`config.mk`:
```
export PLATFORM = sky130hd
export DESIGN_NAME = semi_graphics_gen
export DESIGN_NICKNAME = d
export VERILOG_FILES = /design/src/rtl/semi_graphics_gen.sv
export SDC_FILE = /design/constraint.sdc
export NUM_CORES = 1
export LEC_CHECK = 0
export ABC_AREA = 1
export BUFFER_PORTS_ARGS = -buffer_cell sky130_fd_sc_hd__buf_2
export CAP_MARGIN = 15
export CORE_MARGIN = 5
export CORE_UTILIZATION = 30
export DETAILED_ROUTE_END_ITERATION = 7
export PLACE_DENSITY = 0.56
export SETUP_SLACK_MARGIN = 0.15
export SYNTH_ARGS = -nofsm -noshare
export SYNTH_HDL_FRONTEND = slang
export SYNTH_SLANG_ARGS = --single-unit
export TNS_END_PERCENT = 10
```
`constraint.sdc`:
```
create_clock -name Clk -period 4.1 [get_ports Clk]
set_input_delay 0.82 -clock Clk [delete_from_list [all_inputs] [get_ports Clk]]
set_output_delay 0.82 -clock Clk [all_outputs]
set_load 0.005 [all_outputs]
```
`src/rtl/semi_graphics_gen.sv`:
```
// Semigraphics character-cell pixel generator (SG4, optional SG6).
// Optional SG6 mode (Mode/Css honoured) is built only when SEMI_SG6_EN is defined.
module semi_graphics_gen #(
    parameter int unsigned ROWS_PER_CHAR = 12,
    parameter int unsigned PIX_PER_CHAR  = 8
) (
    input  logic       Clk,
    input  logic       nReset,
    input  logic       PixEn,
    input  logic       Load,
    input  logic [7:0] Data,
    input  logic       Mode,
    input  logic       Css,
    input  logic       RowAdv,
    input  logic       FieldStart,
    output logic       Pixel,
    output logic [3:0] Colour,
    output logic       Valid,
    output logic [4:0] RowCnt
);

    localparam int unsigned HALF  = PIX_PER_CHAR / 2;
    localparam int unsigned CNT_W = $clog2(PIX_PER_CHAR + 1);
    localparam int unsigned ROW_W = 5;
    localparam int unsigned COL_W = 4;

    logic [ROW_W-1:0]        row_cnt_q, row_cnt_d;
    logic [PIX_PER_CHAR-1:0] shift_q,   shift_d;
    logic [CNT_W-1:0]        cnt_q,     cnt_d;
    logic [COL_W-1:0]        fg_q,      fg_d;
    logic                    pixel_q,   pixel_d;
    logic [COL_W-1:0]        colour_q,  colour_d;
    logic                    valid_q,   valid_d;

    logic                    elem_hi_c;
    logic                    elem_lo_c;
    logic [COL_W-1:0]        fg_load_c;
    logic [PIX_PER_CHAR-1:0] pattern_c;

    // Element pair and foreground for the byte on Data at the current scanline
    always_comb begin
        elem_hi_c = 1'b0;
        elem_lo_c = 1'b0;
        fg_load_c = '0;
`ifdef SEMI_SG6_EN
        if (Mode) begin
            if (row_cnt_q < ROW_W'(ROWS_PER_CHAR / 3)) begin
                elem_hi_c = Data[5];
                elem_lo_c = Data[4];
            end else if (row_cnt_q < ROW_W'((2 * ROWS_PER_CHAR) / 3)) begin
                elem_hi_c = Data[3];
                elem_lo_c = Data[2];
            end else begin
                elem_hi_c = Data[1];
                elem_lo_c = Data[0];
            end
            fg_load_c = {1'b0, Css, Data[7:6]} + COL_W'(1);
        end else begin
            if (row_cnt_q < ROW_W'(ROWS_PER_CHAR / 2)) begin
                elem_hi_c = Data[3];
                elem_lo_c = Data[2];
            end else begin
                elem_hi_c = Data[1];
                elem_lo_c = Data[0];
            end
            fg_load_c = {1'b0, Data[6:4]} + COL_W'(1);
        end
`else
        if (row_cnt_q < ROW_W'(ROWS_PER_CHAR / 2)) begin
            elem_hi_c = Data[3];
            elem_lo_c = Data[2];
        end else begin
            elem_hi_c = Data[1];
            elem_lo_c = Data[0];
        end
        fg_load_c = {1'b0, Data[6:4]} + COL_W'(1);
`endif
    end

`ifndef SEMI_SG6_EN
    logic unused_sg6_inputs;
    assign unused_sg6_inputs = &{1'b0, Mode, Css, Data[7]};
`endif

    // Left half (MSB side) takes the higher element bit
    always_comb begin
        pattern_c = '0;
        for (int unsigned i = 0; i < PIX_PER_CHAR; i++) begin
            pattern_c[i] = (i >= HALF) ? elem_hi_c : elem_lo_c;
        end
    end

    always_comb begin
        row_cnt_d = row_cnt_q;
        if (FieldStart) begin
            row_cnt_d = '0;
        end else if (RowAdv) begin
            if (row_cnt_q == ROW_W'(ROWS_PER_CHAR - 1)) begin
                row_cnt_d = '0;
            end else begin
                row_cnt_d = row_cnt_q + ROW_W'(1);
            end
        end
    end

    // A new Load abandons whatever is left of the previous cell
    always_comb begin
        shift_d = shift_q;
        cnt_d   = cnt_q;
        fg_d    = fg_q;
        if (PixEn) begin
            if (Load) begin
                shift_d = pattern_c;
                cnt_d   = CNT_W'(PIX_PER_CHAR);
                fg_d    = fg_load_c;
            end else if (cnt_q != '0) begin
                shift_d = {shift_q[PIX_PER_CHAR-2:0], 1'b0};
                cnt_d   = cnt_q - CNT_W'(1);
            end
        end
    end

    always_comb begin
        valid_d  = (cnt_d != '0);
        pixel_d  = valid_d & shift_d[PIX_PER_CHAR-1];
        colour_d = pixel_d ? fg_d : '0;
    end

    always_ff @(posedge Clk) begin
        if (!nReset) begin
            row_cnt_q <= '0;
            shift_q   <= '0;
            cnt_q     <= '0;
            fg_q      <= '0;
            pixel_q   <= 1'b0;
            colour_q  <= '0;
            valid_q   <= 1'b0;
        end else begin
            row_cnt_q <= row_cnt_d;
            shift_q   <= shift_d;
            cnt_q     <= cnt_d;
            fg_q      <= fg_d;
            pixel_q   <= pixel_d;
            colour_q  <= colour_d;
            valid_q   <= valid_d;
        end
    end

    assign Pixel  = pixel_q;
    assign Colour = colour_q;
    assign Valid  = valid_q;
    assign RowCnt = row_cnt_q;

endmodule

```
-- Word-level counts from Yosys, hierarchy flattened
Index checks and enable logic that the tools add are counted.
W data, S select, Z words.
- bits in latches: 0
- ROM bits: 0
- memory bits (writable): 0
- bits of input ports: 16
- register bits after elaboration: 27
- memories kept: 0
- output and inout port bits: 11
- mux-type cells: 11
- equal/unequal tests: 1
- bitwise logic cells: 2
- add/subtract/negate cells: 3
- div/mod/pow operators: 0
- magnitude comparators: 1
- multipliers: 0
- shifts and indexed selects: 0
- reductions and logical operators: 6
- operator list (cell ; number):
    $mux W8 ; 3
    $mux W4 ; 5
    $reduce_bool A4 Y1 ; 2
    $add A5 B1 Y5 const B ; 1
    $eq A5 B4 Y1 const B ; 1
    $lt A5 B3 Y1 const B ; 1
    $mux W5 ; 1
    $add A3 B1 Y4 const B ; 1
    $reduce_and A2 Y1 ; 2
    $sub A4 B1 Y4 const B ; 1
    $mux W1 ; 2
    $reduce_bool A2 Y1 ; 1
    $reduce_or A2 Y1 ; 1
    $and A1 B1 Y1 ; 1
    $not A1 Y1 ; 1

-- Logic depth before layout (Yosys ltp)
Gate-level depths: netlist of run 1.
- depth in word-level cells: 7
- depth in mapped cells: 11
- mapped depth without buffers: 11

-- Least setup slack after synthesis of run 1
OpenSTA, ideal clock, no wires.
- path kind: in2reg
- from: input Load
- to: register colour_q[3], in the netlist Colour[3]
- path buffers: 1
- setup time: 121 ps
- setup slack: 2466 ps
- cell stages on the path: 10
- data arrival time: 1513 ps
- path through: inv_2 -> nand3_1 -> nand2_1 -> buf_6 -> nand2_2 -> nand2_2 -> nor2_2 -> nand3_2 -> nand2_4 -> nor2_2
- longest elaborated chain between the ends: 5
- RTL lines (what ; line ; RTL):
    from (decl) ; 10 ; input logic Load,
    $mux W4 ; 112 ; if (Load) begin
    $mux W4 ; 111 ; if (PixEn) begin
    $reduce_bool A4 Y1 ; 124 ; valid_d = (cnt_d != '0);
    $and A1 B1 Y1 ; 125 ; pixel_d = valid_d & shift_d[PIX_PER_CHAR-1];
    $reduce_and A2 Y1 (no source line) ; -- ;
    to (signal assigned) ; 144 ; colour_q <= colour_d;
    to (decl) ; 32 ; logic [COL_W-1:0] colour_q, colour_d;
Parallel ways exist; a longest one is shown, timed or not.
A chain may end at the register's enable or synchronous reset.

-- Final worst setup path of run 1
Same ends and word-level chain as after synthesis.

==> out/metrics.yaml, run 1 <==
fmax_ghz: 0.568
ctsResizeCount: 0
portBuffers: 23
start_util_pct: 30.5
dr.first_iter.drc_count: 38
syn_to_final_growth_pct: 17.1
nets: 204
fin_skew_ps: 10.4
die_area_mm2: 0.00541
synthFlopType: "dfxtp_1"
whs_ps: 473
cts_buffer_depth: 2
drc_errors: 0
coreArea_mm2: 0.00397
gp_congestion: 0.765
clock-sinks: 27
syn-cell-area_mm2: 0.00121
synthTopCellsByCount: "nand2_1 (32), dfxtp_1 (27), inv_1 (21)"
grt_use_total_pct: 9.76
num_vias: 1057
synth_warnings: 0
endpoint_kind: "flop"
tritoncts: "built"
setup_viol: 0
yosysUniqueCellTypes: 26
h-tree-depth: 1
detail_route.vias_per_cell: 4.52
antenna_found_initial: 0
drtPass1Iterations: 4
clock_latency_ps: 270
ir_drop_uv: 132
synth_top_cell_by_area: "dfxtp_1"
die_h_um: 73.5
outcome: "finished clean"
hp-class: "flop to flop"
die_w_um: 73.5
seq_area_frac_synth_pct: 44.6
async_reset_ff_share_pct: 0
wire_per_inst_um: 10.1
crit_type: "input port to flop"
layout-drive-gt1-share_pct: 24.5
min_period_ps: 1760
grt_max_degree: 15
drv_cap: 0
cts_buffers: 3
synth.net_count: 178
fin_crit_sh_pct: 43.0
grt-ovfl-total: 0
leakage_nw: 0.723
root_buffer: "clkbuf_8"
final.setup.tns_ps: 0
arrival_ps: 1920
yosysMostFrequentCell: "nand2_1"
start_kind: "input port"
worst-path-max-fanout: 11
drv_slew: 0
synth_top_area_share_pct: 44.6
cts_hold_buf: 0
slew_headroom_pct: 49.5
clk_pin_slew_ps: 90
diodes: 0
grt_pass1_wl_um: 4190
synth-edff-count: 0
synth.avg_cell_area_um2: 7.62
drtAntennaViolNets: 0
hold_viol: 0
post-cts-setup-buffers: 0
dpl.hpwl_um: 1820
worst_slew_pin_slew_ps: 747
power.density_mw_per_mm2: 356
grt_pass1_vias: 1001
rsz0062_at_grt: "no"
wirelength_um: 2360
rows: 23
io_pins: 27
ys_top_cells_by_area: "dfxtp_1 (45%), nand2_1 (9.9%), inv_1 (6.5%)"
required_ps: 4260
syn_inst: 159
rrSetupSlack_ps: 2390
fin_util_pct: 35.7
yosys_register_bits: 27
-- power by group --
| group | total [mW] | leakage, nW | internal (mW) | switching [mW] |
|---|---|---|---|---|
| Combinational | 0.0747 | 0.480 | 0.0279 | 0.0468 |
| Clock | 0.149 | 0.0228 | 0.0696 | 0.0796 |
| Sequential | 0.281 | 0.220 | 0.275 | 0.00605 |
-- stage by stage --
stage          worst slack, ps  instance area (um2)  total power [mW]  cells
6_report                  2340                 1420             0.505    234
5_1_grt                   2200                 1420             0.538    234
4_1_cts                   2330                 1420             0.514    234
3_5_place_dp              2040                 1370             0.363    230
3_3_place_gp              2050                 1370             0.362    230
2_1_floorplan             2470                 1210             0.342    159
-- flip-flops by register name, summed over array words and instances (netlist names) --
signal and flops:
cnt_q 4, Valid 1, Colour 4, fg_q 4, Pixel 1, shift_q 8, RowCnt 5
-- final cells by class --
class	count	area, um2
clock buffers	4	45.0
fillers	440	2550
inverters	25	93.8
multi-input cells	105	562
flip-flops and latches	27	541
well taps	50	62.6
repair buffers	23	115
-- worst max-delay path, stage by stage --
cell and delay [ps]:
buf_2 140, inv_2 60, nand3_1 80, nand2_1 230
nand2_1 130, nand2_1 50, nor2_1 180, nor2_4 60
nand2_4 130, nor2_2 40
-- logic make-up after synthesis --
family          share of synthesized area, %
xor+xnor                               0.723
fa+ha+maj                               3.10
simple gates                            30.9
flops                                   44.6
compound gates                          8.37
buf+inv                                 8.99
mux                                     3.31
-- routing by layer --
layer	up-vias	routed length, um	GRT usage (%)
met3	2	86	2.33
met4	0	17	3.62
met2	15	1130	15.6
met1	482	1130	12.6
li1	558	-	-
met5	-	0	0
-- cell usage in the layout, fill, tap and decap left out, drive strengths merged --
| cell type | netlist | final |
|---|---|---|
| nand2 | 36 | 36 |
| dfxtp | 27 | 27 |
| inv | 25 | 25 |
| nor2 | 25 | 25 |
| buf | 1 | 23 |
| nand3 | 11 | 11 |
| a21oi | 8 | 8 |
| o21ai | 5 | 5 |
| mux2i | 4 | 4 |
| clkbuf | 1 | 4 |
| a31oi | 3 | 3 |
| ha | 3 | 3 |
| nand4 | 2 | 2 |
| nor3 | 2 | 2 |
| and2 | 1 | 1 |
| and3 | 1 | 1 |
| nor4 | 1 | 1 |
| a32oi | 1 | 1 |
| xor2 | 1 | 1 |
| o41ai | 1 | 1 |
-- path summary, 6_finish.rpt --
path | from | to | depth (start not counted)
worst max-delay path | Load | Colour[3] | 10
worst min-delay path | shift_q[0] | shift_q[0] | 2
worst max register to register | cnt_q[0] | Colour[3] | 10
worst min register to register | shift_q[0] | shift_q[0] | 2
Power figures use the tool's default switching activity.
==> run 2, diff against run 1 <==
Clock period 4.1 ns to 1.7 ns, I/O delays scaled along.
==> out/metrics.yaml, run 2 (same netlist as run 1, synthesis figures left out) <==
pre_cts_slack_ps: 132  # was 2040 ps
grt_pass1_vias: 983  # was 1001
die_area_mm2: 0.00541  # unchanged
grt_pass1_wl_um: 4220  # was 4190 um
outcome: "finished clean"  # unchanged
busiest_layer: "met2"  # unchanged
die_w_um: 73.5  # unchanged
wirelength_um: 2400  # was 2360 um
rsz0062_at_grt: "no"  # unchanged
cts_buffer_depth: 2  # unchanged
largest_reg_flops: 8  # unchanged
num_vias: 1032  # was 1057
rows: 23  # unchanged
clock_latency_ps: 280  # was 270 ps
endpoint: "Colour[0]"  # was Colour[3]
fin_crit_sh_pct: 82.6
setup_slack_ps: 296  # was 2340 ps
hold_viol: 0  # unchanged
start_kind: "flop"  # was input port
drtPass1Iterations: 4  # unchanged
worst_slew_pin_slew_ps: 480  # was 747 ps
clock-sinks: 27  # unchanged
critPathLaunch: "cnt_q[0]"  # was Load
required_ps: 1880  # was 4260 ps
dr.first_iter.drc_count: 61  # was 38
cts_buffers: 3  # unchanged
wire_per_inst_um: 10.1  # about the same
leakage_nw: 0.743  # was 0.723 nW
p_sw_mw: 0.346  # was 0.132 mW
dpl.hpwl_um: 1870  # was 1820 um
use_met2_pct: 15.6  # unchanged
drtAntennaViolNets: 0  # unchanged
grt_max_degree: 18  # was 15
ir_drop_uv: 378  # was 132 uV
worst-path-max-fanout: 7  # was 11
setup_viol: 0  # unchanged
drv_cap: 0  # unchanged
p_sw_share_pct: 27.5  # was 26.2%
tritoncts: "built"  # unchanged
grt_use_total_pct: 10.0  # was 9.76%
portBuffers: 23  # unchanged
endpoint_kind: "flop"  # unchanged
layout-drive-gt1-share_pct: 28.3  # was 24.5%
final_common_cell: "nand2_1"  # unchanged
h-tree-depth: 1  # unchanged
pwr-share-comb_pct: 15.5  # was 14.8%
pwr-share-clk_pct: 30.7  # was 29.6%
antenna_found_initial: 0  # unchanged
ff2ff_path_depth: 10  # unchanged
min_period_ps: 1400
final.setup.tns_ps: 0  # unchanged
pwr-share-seq_pct: 53.8  # was 55.6%
hp-class: "input port to flop"  # was flop to flop
io_pins: 27  # unchanged
crit_type: "flop to flop"  # was input port to flop
drc_errors: 0  # unchanged
internal_power_mw: 0.913  # was 0.372 mW
die_h_um: 73.5  # unchanged
clk_pin_slew_ps: 100  # was 90 ps
detail_route.vias_per_cell: 4.35  # was 4.52
top_register: "shift_q"  # unchanged
grtUsageMet1_pct: 12.7  # was 12.6%
syn_to_final_growth_pct: 21.0  # was 17.1%
most-common-layout-cells: "nand2_1 (31), dfxtp_1 (27), buf_2 (23)"  # was nand2_1 (32), dfxtp_1 (27), buf_2 (23)
root_buffer: "clkbuf_8"  # unchanged
arrival_ps: 1590  # was 1920 ps
diodes: 0  # unchanged
fin_skew_ps: 6.14  # was 10.4 ps
slew_headroom_pct: 67.6  # was 49.5%
rr_endpoint: "Colour[0]"  # was Colour[3]
coreArea_mm2: 0.00397  # unchanged
drv_slew: 0  # unchanged
start_util_pct: 30.5  # unchanged
grt_util_met3_pct: 3.15  # was 2.33%
gp_congestion: 0.765  # about the same
grt-ovfl-total: 0  # unchanged
fmax_ghz: 0.712
nets: 207  # was 204
r2r-start: "cnt_q[0]"  # unchanged
rrSetupSlack_ps: 300  # was 2390 ps
power.density_mw_per_mm2: 859  # was 356 mW/mm2
==> run 2: cell types whose count changed in the layout (fill, tap and decap cells not counted), sizes merged <==
| cell | before | now |
|---|---|---|
| buf | 23 | 26 |
| clkbuf | 4 | 3 |
| inv | 25 | 26 |
==> run 2: area by class of cell <==
class	instances	area, um2
clock buffers	3	41.3
clock inverters	1	8.76
fillers	449	2510
inverters	25	93.8
multi-input cells	105	581
flip-flops and latches	27	541
well taps	50	62.6
repair buffers	26	138
==> run 2: metrics by stage <==
step | total power, mW | util [%] | std cells | hold slack (ps) | area, um2
4_1_cts | 1.28 | 36.5 | 237 | 213 | 1450
3_3_place_gp | 0.881 | 35.2 | 233 | 459 | 1400
5_1_grt | 1.36 | 36.9 | 237 | 217 | 1470
2_1_floorplan | 0.824 | - | 159 | 416 | 1210
6_report | 1.26 | 36.9 | 237 | 223 | 1470
3_5_place_dp | 0.882 | 35.2 | 233 | 469 | 1400
==> run 2: power groups by stage <==
stage | Sequential, mW | Combinational (mW) | Clock (mW)
after detailed placement | 0.692 | 0.190 | 0
final | 0.678 | 0.195 | 0.386
after CTS | 0.678 | 0.193 | 0.408
after global placement | 0.692 | 0.189 | 0
after floorplan | 0.690 | 0.134 | 0
after global routing | 0.682 | 0.227 | 0.448
==> run 2: how the worst min path moves through the flow <==
stage | start | end | depth (start not counted)
after floorplan | FieldStart | RowCnt[4] | 1
after global placement | shift_q[0] | shift_q[0] | 2
after detailed placement | shift_q[0] | shift_q[0] | 2
after CTS | FieldStart | RowCnt[4] | 2
after global routing | FieldStart | RowCnt[4] | 2
final | FieldStart | RowCnt[4] | 2
==> run 2: layer usage <==
layer  vias to the layer above  share of wire (%)
met2                        14                 46
met4                         0                1.6
li1                        560                  -
met5                         -                  0
met3                         4                4.9
met1                       454                 48
==> run 2: critical path, cell delays in order (launching register included) <==
cell     delay, ps
dfxtp_1        340
inv_2          100
ha_4           160
nand2_2        100
and2_4         170
nand2_1         50
nand2_1         50
inv_2           60
nand3_2        100
nand2_4        130
nor2_2          40
==> run 2: what timing repair did <==
item	CTS	global route
endpoints found under the setup margin	5	9
pin swaps	0	1
hold buffers	0	0
resized for setup	2	4
setup buffers	0	0
